File: config.mk
export PLATFORM = sky130hd
export DESIGN_NAME = monotonized_popcount_accumulator_flat
export DESIGN_NICKNAME = d
export VERILOG_FILES = /design/src/rtl/monotonized_popcount_accumulator_if.sv /design/src/rtl/monotonized_popcount_accumulator.sv /design/src/flat_wrapper.sv
export SDC_FILE = /design/constraint.sdc
export NUM_CORES = 1
export LEC_CHECK = 0
export CORE_ASPECT_RATIO = 0.5
export CORE_UTILIZATION = 29
export CTS_BUF_LIST = sky130_fd_sc_hd__clkbuf_4 sky130_fd_sc_hd__clkbuf_8
export DETAILED_ROUTE_END_ITERATION = 16
export GPL_ROUTABILITY_DRIVEN = 1
export HOLD_SLACK_MARGIN = 0.08
export PLACE_DENSITY = 0.86
export SLEW_MARGIN = 20
export SYNTH_ARGS = -nofsm -noshare
export SYNTH_HDL_FRONTEND = slang
export SYNTH_SLANG_ARGS = --single-unit
File: constraint.sdc
create_clock -name clk -period 1.96 [get_ports clk]
set_input_delay 0.294 -clock clk [delete_from_list [all_inputs] [get_ports clk]]
set_output_delay 0.294 -clock clk [all_outputs]
set_load 0.02 [all_outputs]
File: src/rtl/monotonized_popcount_accumulator_if.sv
// Handshake bundle for the monotonized popcount accumulator: vector input stream
// and per-frame result output. The design sits on the slave side.
interface monotonized_popcount_accumulator_if #(
    parameter int ACC_WIDTH   = 48,
    parameter int COUNT_WIDTH = 32
);
    logic                   in_valid;
    logic                   in_ready;
    logic [127:0]           in_data;
    logic                   in_last;
    logic                   out_valid;
    logic                   out_ready;
    logic [ACC_WIDTH-1:0]   out_sum;
    logic [COUNT_WIDTH-1:0] out_count;
    logic                   out_overflow;
    logic                   busy;

    modport master (
        output in_valid, in_data, in_last, out_ready,
        input  in_ready, out_valid, out_sum, out_count, out_overflow, busy
    );

    modport slave (
        input  in_valid, in_data, in_last, out_ready,
        output in_ready, out_valid, out_sum, out_count, out_overflow, busy
    );
endinterface

File: src/rtl/monotonized_popcount_accumulator.sv
// Per-frame accumulator of popcounts of the upward closure of 128-entry truth tables.
// Pipeline: closure -> 16-bit chunk popcounts -> total -> accumulators.
module monotonized_popcount_accumulator #(
    parameter int ACC_WIDTH   = 48,
    parameter int COUNT_WIDTH = 32
) (
    input logic clk,
    input logic rst_n,
    monotonized_popcount_accumulator_if.slave bus
);
    localparam logic [1:0] IDLE  = 2'd0;
    localparam logic [1:0] ACCUM = 2'd1;
    localparam logic [1:0] DRAIN = 2'd2;
    localparam logic [1:0] DONE  = 2'd3;

    // Subset-sum (zeta) transform: after pass b every entry has ORed in the entry without bit b.
    function automatic logic [127:0] upClose(input logic [127:0] d);
        logic [127:0] c;
        logic [6:0]   idx;
        logic [6:0]   bitm;
        logic [6:0]   lo;
        c = d;
        for (int b = 0; b < 7; b++) begin
            for (int i = 0; i < 128; i++) begin
                idx  = 7'(i);
                bitm = 7'd1 << b;
                lo   = idx & ~bitm;
                if ((idx & bitm) != 7'd0) c[idx] = c[idx] | c[lo];
                else                      c[idx] = c[idx];
            end
        end
        return c;
    endfunction

    function automatic logic [4:0] popcnt16(input logic [15:0] v);
        logic [4:0] n;
        n = 5'd0;
        for (int k = 0; k < 16; k++) n = n + {4'd0, v[4'(k)]};
        return n;
    endfunction

    logic [1:0]             stateR, stateS;
    logic                   acceptS, outFireS;
    logic                   readyR, validR, busyR;
    logic [127:0]           closureR;
    logic [4:0]             chunkS [8];
    logic [4:0]             chunkR [8];
    logic [7:0]             totalS, totalR;
    logic                   v1R, v2R, v3R;
    logic                   last1R, last2R, last3R;
    logic [ACC_WIDTH-1:0]   sumR;
    logic [COUNT_WIDTH-1:0] countR;
    logic                   ovfR;
    logic [ACC_WIDTH:0]     sumAddS;
    logic [COUNT_WIDTH:0]   cntAddS;

    assign acceptS  = bus.in_valid & readyR;
    assign outFireS = validR & bus.out_ready;

    assign bus.in_ready     = readyR;
    assign bus.out_valid    = validR;
    assign bus.busy         = busyR;
    assign bus.out_sum      = sumR;
    assign bus.out_count    = countR;
    assign bus.out_overflow = ovfR;

    // Frame-level next-state decode.
    always_comb begin
        stateS = stateR;
        case (stateR)
            IDLE: begin
                if (acceptS) stateS = bus.in_last ? DRAIN : ACCUM;
                else         stateS = IDLE;
            end
            ACCUM: begin
                if (acceptS && bus.in_last) stateS = DRAIN;
                else                        stateS = ACCUM;
            end
            DRAIN: begin
                if (v3R && last3R) stateS = DONE;
                else               stateS = DRAIN;
            end
            DONE: begin
                if (outFireS) stateS = IDLE;
                else          stateS = DONE;
            end
            default: stateS = IDLE;
        endcase
    end

    // State and state-decoded handshake outputs, registered from the next state.
    always_ff @(posedge clk or negedge rst_n) begin
        if (!rst_n) begin
            stateR <= IDLE;
            readyR <= 1'b1;
            validR <= 1'b0;
            busyR  <= 1'b0;
        end else begin
            stateR <= stateS;
            readyR <= (stateS == IDLE) || (stateS == ACCUM);
            validR <= (stateS == DONE);
            busyR  <= (stateS != IDLE);
        end
    end

    // Chunk popcounts of the registered closure and their total.
    always_comb begin
        totalS = 8'd0;
        for (int c = 0; c < 8; c++) begin
            chunkS[c] = popcnt16(closureR[c*16 +: 16]);
            totalS    = totalS + {3'd0, chunkR[c]};
        end
    end

    // Three-stage datapath pipeline with a valid/last tag per stage.
    always_ff @(posedge clk or negedge rst_n) begin
        if (!rst_n) begin
            closureR <= 128'd0;
            for (int c = 0; c < 8; c++) chunkR[c] <= 5'd0;
            totalR   <= 8'd0;
            v1R      <= 1'b0;
            v2R      <= 1'b0;
            v3R      <= 1'b0;
            last1R   <= 1'b0;
            last2R   <= 1'b0;
            last3R   <= 1'b0;
        end else begin
            if (acceptS) closureR <= upClose(bus.in_data);
            else         closureR <= closureR;
            for (int c = 0; c < 8; c++) chunkR[c] <= chunkS[c];
            totalR <= totalS;
            v1R    <= acceptS;
            v2R    <= v1R;
            v3R    <= v2R;
            last1R <= acceptS & bus.in_last;
            last2R <= last1R;
            last3R <= last2R;
        end
    end

    assign sumAddS = {1'b0, sumR} + {{(ACC_WIDTH - 7){1'b0}}, totalR};
    assign cntAddS = {1'b0, countR} + {{COUNT_WIDTH{1'b0}}, 1'b1};

    // Accumulators: cleared by the result handshake, carries feed the sticky overflow.
    always_ff @(posedge clk or negedge rst_n) begin
        if (!rst_n) begin
            sumR   <= '0;
            countR <= '0;
            ovfR   <= 1'b0;
        end else if (outFireS) begin
            sumR   <= '0;
            countR <= '0;
            ovfR   <= 1'b0;
        end else if (v3R) begin
            sumR   <= sumAddS[ACC_WIDTH-1:0];
            countR <= cntAddS[COUNT_WIDTH-1:0];
            ovfR   <= ovfR | sumAddS[ACC_WIDTH] | cntAddS[COUNT_WIDTH];
        end else begin
            sumR   <= sumR;
            countR <= countR;
            ovfR   <= ovfR;
        end
    end
endmodule

File: src/flat_wrapper.sv
// flat-port wrapper written by rule: the top's interface ports become plain ports
module monotonized_popcount_accumulator_flat 
#(
    parameter int ACC_WIDTH   = 48,
    parameter int COUNT_WIDTH = 32
)
  (clk, rst_n, bus_in_valid, bus_in_data, bus_in_last, bus_out_ready, bus_in_ready, bus_out_valid, bus_out_sum, bus_out_count, bus_out_overflow, bus_busy);
  monotonized_popcount_accumulator_if #(.ACC_WIDTH(ACC_WIDTH), .COUNT_WIDTH(COUNT_WIDTH)) bus_i ();
  input logic clk;
  input logic rst_n;
  input wire logic [$bits(bus_i.in_valid)-1:0] bus_in_valid;
  input wire logic [$bits(bus_i.in_data)-1:0] bus_in_data;
  input wire logic [$bits(bus_i.in_last)-1:0] bus_in_last;
  input wire logic [$bits(bus_i.out_ready)-1:0] bus_out_ready;
  output wire logic [$bits(bus_i.in_ready)-1:0] bus_in_ready;
  output wire logic [$bits(bus_i.out_valid)-1:0] bus_out_valid;
  output wire logic [$bits(bus_i.out_sum)-1:0] bus_out_sum;
  output wire logic [$bits(bus_i.out_count)-1:0] bus_out_count;
  output wire logic [$bits(bus_i.out_overflow)-1:0] bus_out_overflow;
  output wire logic [$bits(bus_i.busy)-1:0] bus_busy;
  assign bus_i.in_valid = bus_in_valid;
  assign bus_i.in_data = bus_in_data;
  assign bus_i.in_last = bus_in_last;
  assign bus_i.out_ready = bus_out_ready;
  assign bus_in_ready = bus_i.in_ready;
  assign bus_out_valid = bus_i.out_valid;
  assign bus_out_sum = bus_i.out_sum;
  assign bus_out_count = bus_i.out_count;
  assign bus_out_overflow = bus_i.out_overflow;
  assign bus_busy = bus_i.busy;
  monotonized_popcount_accumulator #(.ACC_WIDTH(ACC_WIDTH), .COUNT_WIDTH(COUNT_WIDTH)) u_core (.clk(clk), .rst_n(rst_n), .bus(bus_i));
endmodule
==> run_results.csv <==
group,metric,value,unit
synthesis,synth_seq_area_share,44.29,%
global_routing,grt_pass1_wl,8.397,mm
finish,nNetsFinal,471,
placement,dp_cells,429,
die,die_x,133.0,µm
clock_network,clock_latency,0.30,ns
worst_setup_path,crit_path_end,"u_core.bus.out_count[28]",
global_routing,grt_antenna_before_repair,0,
synthesis,synth.distinct_cells,38,
timing,whs,0.3540,ns
clock_network,cts_buffers,5,
synthesis,synth_top_family_by_area,"simple AND/OR/NAND/NOR gates",
route,drt_wl_total,5.575,mm
clock_network,h-tree-depth,2,
synthesis,avgSynthCellArea,9.427,µm²
worst_setup_path,cp-end-kind,"register",
route,wl_met1,2.254,mm
worst_setup_path,critical_path_required,2.19,ns
die,die_area,0.008979,mm²
timing,min_period,1.920,ns
worst_setup_path,worst_setup_path_start_kind,"register",
synthesis,yosys.area.top_type_share,43.24,%
synthesis,synth_top_area_cell,"dfrtp_1",
worst_setup_path,cp.depth,5,
die,die_h,67.51,µm
route,drc,0,
placement,gp_congestion,0.8500,
route,vias_per_cell,4.631,
route,vias,2084,
route,top_layer,"met4",
die,core,0.008144,mm²
timing,fin_worst_skew,0.006202,ns
clock_network,cts_buffer_depth,2,
synthesis,synthSimpleGateAreaFrac,22.17,%
synthesis,synth_most_common_cell,"buf_4",
synthesis,synth_warnings,0,
finish,antenna_cells,0,
synthesis,synthTopCellsByArea,"dfrtp_1 (43%), buf_4 (15%), a21oi_1 (4.0%)",
synthesis,muxShareOfSynthArea,1.207,%
route,post_drt_wl_per_cell,12.39,µm
die,ios,217,
power,ir_drop,0.3504,mV
worst_setup_path,timing.critical_path.buf_inv,0,
finish,nFillCells,770,
placement,io_buffers,40,
timing,fmax,520.8,MHz
synthesis,synthXorXnorAreaFrac,3.871,%
timing,finalSetupViolCount,0,
die,initial_core_util,30.56,%
global_routing,grtUsageTotal,11.90,%
global_routing,overflow,0,
worst_setup_path,cp.arrival,2.15,ns
power,sw_frac_of_total,34.82,%
timing,grt_setup_unrepaired,"true",
worst_setup_path,r2r_cells,5,
synthesis,async_flop_share,100.0,%
power,combPwrFrac,30.3,%
route,wl_met2,2.857,mm
power,pwr-share-clk,24.0,%
power,power_density,766.7,mW/mm²
synthesis,synth_compound_area_share,10.46,%
worst_setup_path,critPathSlowestCell,"or4_4",
worst_setup_path,crit_type,"reg -> reg",
clock_network,cts_sinks,44,
outcome,status,"completed",
worst_setup_path,crit_chain,"ha_4 -> nand2_2 -> or4_4 -> or4_1 -> a21oi_1",
worst_setup_path,worstReg2RegStart,"u_core.bus.out_count[0]",
timing,drv_slew,0,
synthesis,synth-adder-area-share,0.5028,%
finish,layout-drive-gt1-share,18.64,%
worst_setup_path,critPathLaunch,"u_core.bus.out_count[0]",
finish,stdcell_count,450,
synthesis,synth_area,0.002489,mm²
finish,area_growth,29.16,%
timing,worst_pin_slew,0.7446,ns
power,internal_power,1.606,mW
worst_setup_path,slowest_delay,0.58,ns
route,dr.pass1.iters,4,
worst_setup_path,cpLargestDelayFamily,"simple AND/OR/NAND/NOR gates",
synthesis,synthCells,264,
timing,relSlewSlack,50.36,%
route,antenna_left,0,
worst_setup_path,reg2reg_slack,0.04,ns
synthesis,synth-edff-count,0,
clock_network,cts-root-buf,"clkbuf_8",
clock_network,clkTransAtPathRegs,0.09,ns
synthesis,synth_common_cells,"buf_4 (49), dfrtp_1 (43), a21oi_1 (20), nand2_1 (14)",
run,max_cap_violations,0,
power,seqPwrFrac,45.8,%
synthesis,ys_seq_elements,44,
global_routing,grt_pass1_vias,1826,
timing,worst_slack,0.04001,ns
route,drt_iter0_markers,102,
placement,dp_hpwl,3.913,mm
clock_network,cts_tree,"done",
placement,post-place-ws,-0.1612,ns
worst_hold_path,hp-start,"u_core.v2R",
worst_hold_path,min_path_type,"reg -> reg",
finish,utilization,39.47,%
timing,finalCritPeriodShare,97.96,%
route,wl_met3,275,µm
synthesis,synth_ff_type,"dfrtp_1",
worst_setup_path,path_max_fanout,5,
worst_setup_path,rr_endpoint,"u_core.bus.out_count[28]",
global_routing,grt_max_degree,35,
power,p_leak,1.347,nW
timing,finalHoldViolCount,0,
die,placementRows,23,
power,switchingPower,0.8582,mW
[power groups by stage]
stage / clock [mW] / combinational, mW / sequential, mW
after CTS: 0.610 / 0.721 / 1.13
after detailed placement: 0 / 0.658 / 1.16
final: 0.590 / 0.747 / 1.13
after global placement: 0 / 0.641 / 1.15
after floorplan: 0 / 0.386 / 1.21
after global routing: 0.647 / 0.819 / 1.14
[area by class of cell]
type                       count  area [µm²]  share of cell area [%]
timing repair buffer          77       688.2                   21.41
clock buffer                   5       68.82                   2.141
tap                          112       140.1                   4.360
clock inverter                 3       26.28                  0.8174
sequential                    44        1110                   34.53
inverter                       6       22.52                  0.7007
multi-input combinational    203        1159                   36.05
[worst min-delay path by stage]
stage / slack [ns] / cells after the start / endpoint
floorplan: -0.002 / 0 / u_core.bus.busy
CTS: 0.36 / 0 / u_core.v3R
detailed placement: 0.34 / 0 / u_core.v3R
global route: 0.36 / 0 / u_core.v3R
global placement: 0.33 / 0 / u_core.last2R
finish: 0.35 / 0 / u_core.v3R
[worst register-to-register path: stages, from the launching register on]
cell,delay (ns)
dfrtp_2,0.41
ha_4,0.16
nand2_2,0.06
or4_4,0.58
or4_1,0.48
a21oi_1,0.16
[layer usage]
layer,global-route usage (%),vias to the layer above
met5,0,-
met4,6.178,0
met3,2.477,15
met2,22.12,77
met1,13.31,999
li1,-,993
[cells in the final DEF, fill, tap and decap left out, types with 2 or more instances in the layout]
cell type,instances
nand4_1,12
or4_1,8
nand3_1,13
inv_1,6
nor3_1,3
and2_1,3
xor2_1,3
and4_1,2
inv_6,2
conb_1,48
o21ai_0,11
nand2_1,14
dfrtp_2,6
dfrtp_1,37
o31ai_1,7
nor4_1,6
or4_4,4
xnor2_1,8
a21oi_2,2
clkbuf_8,5
buf_4,35
mux2i_1,3
a21oi_1,18
or3_1,10
clkdlybuf4s50_1,39
nor2_1,13
nand2b_1,3
[through the flow]
step	TNS [ns]	instance area, µm²	total power, mW
2_1_floorplan	0	2681	1.600
3_3_place_gp	-0.3626	2987	1.796
3_5_place_dp	-0.4426	2987	1.816
4_1_cts	0	3114	2.456
5_1_grt	-0.1109	3214	2.604
6_report	0	3214	2.465
[repair_timing]
item	4_1_cts	5_1_grt
hold buffers	1	0
gates resized for setup	0	8
setup buffers	3	9
pin swaps	0	4
hold endpoints to repair	31	0
endpoints found under the setup margin	2	6
[kinds of logic (layout without fill, tap and decap cells)]
group | after synthesis | after routing
mux | 3 | 3
xor+xnor | 11 | 11
compound gates | 44 | 44
other cells | 1 | 48
buf+inv | 64 | 91
simple gates | 96 | 96
flops | 44 | 44
fa+ha+maj | 1 | 1
[registers in the layout, summed over array words and instances (netlist names)]
signal	count
u_core.last2R	1
u_core.last1R	1
u_core.v2R	1
u_core.v1R	1
u_core.v3R	1
u_core.bus.in_ready	1
u_core.bus.out_count	32
u_core.bus.out_valid	1
u_core.last3R	1
u_core.stateR	2
u_core.bus.out_overflow	1
u_core.bus.busy	1
(Power assumes the default switching activity.)
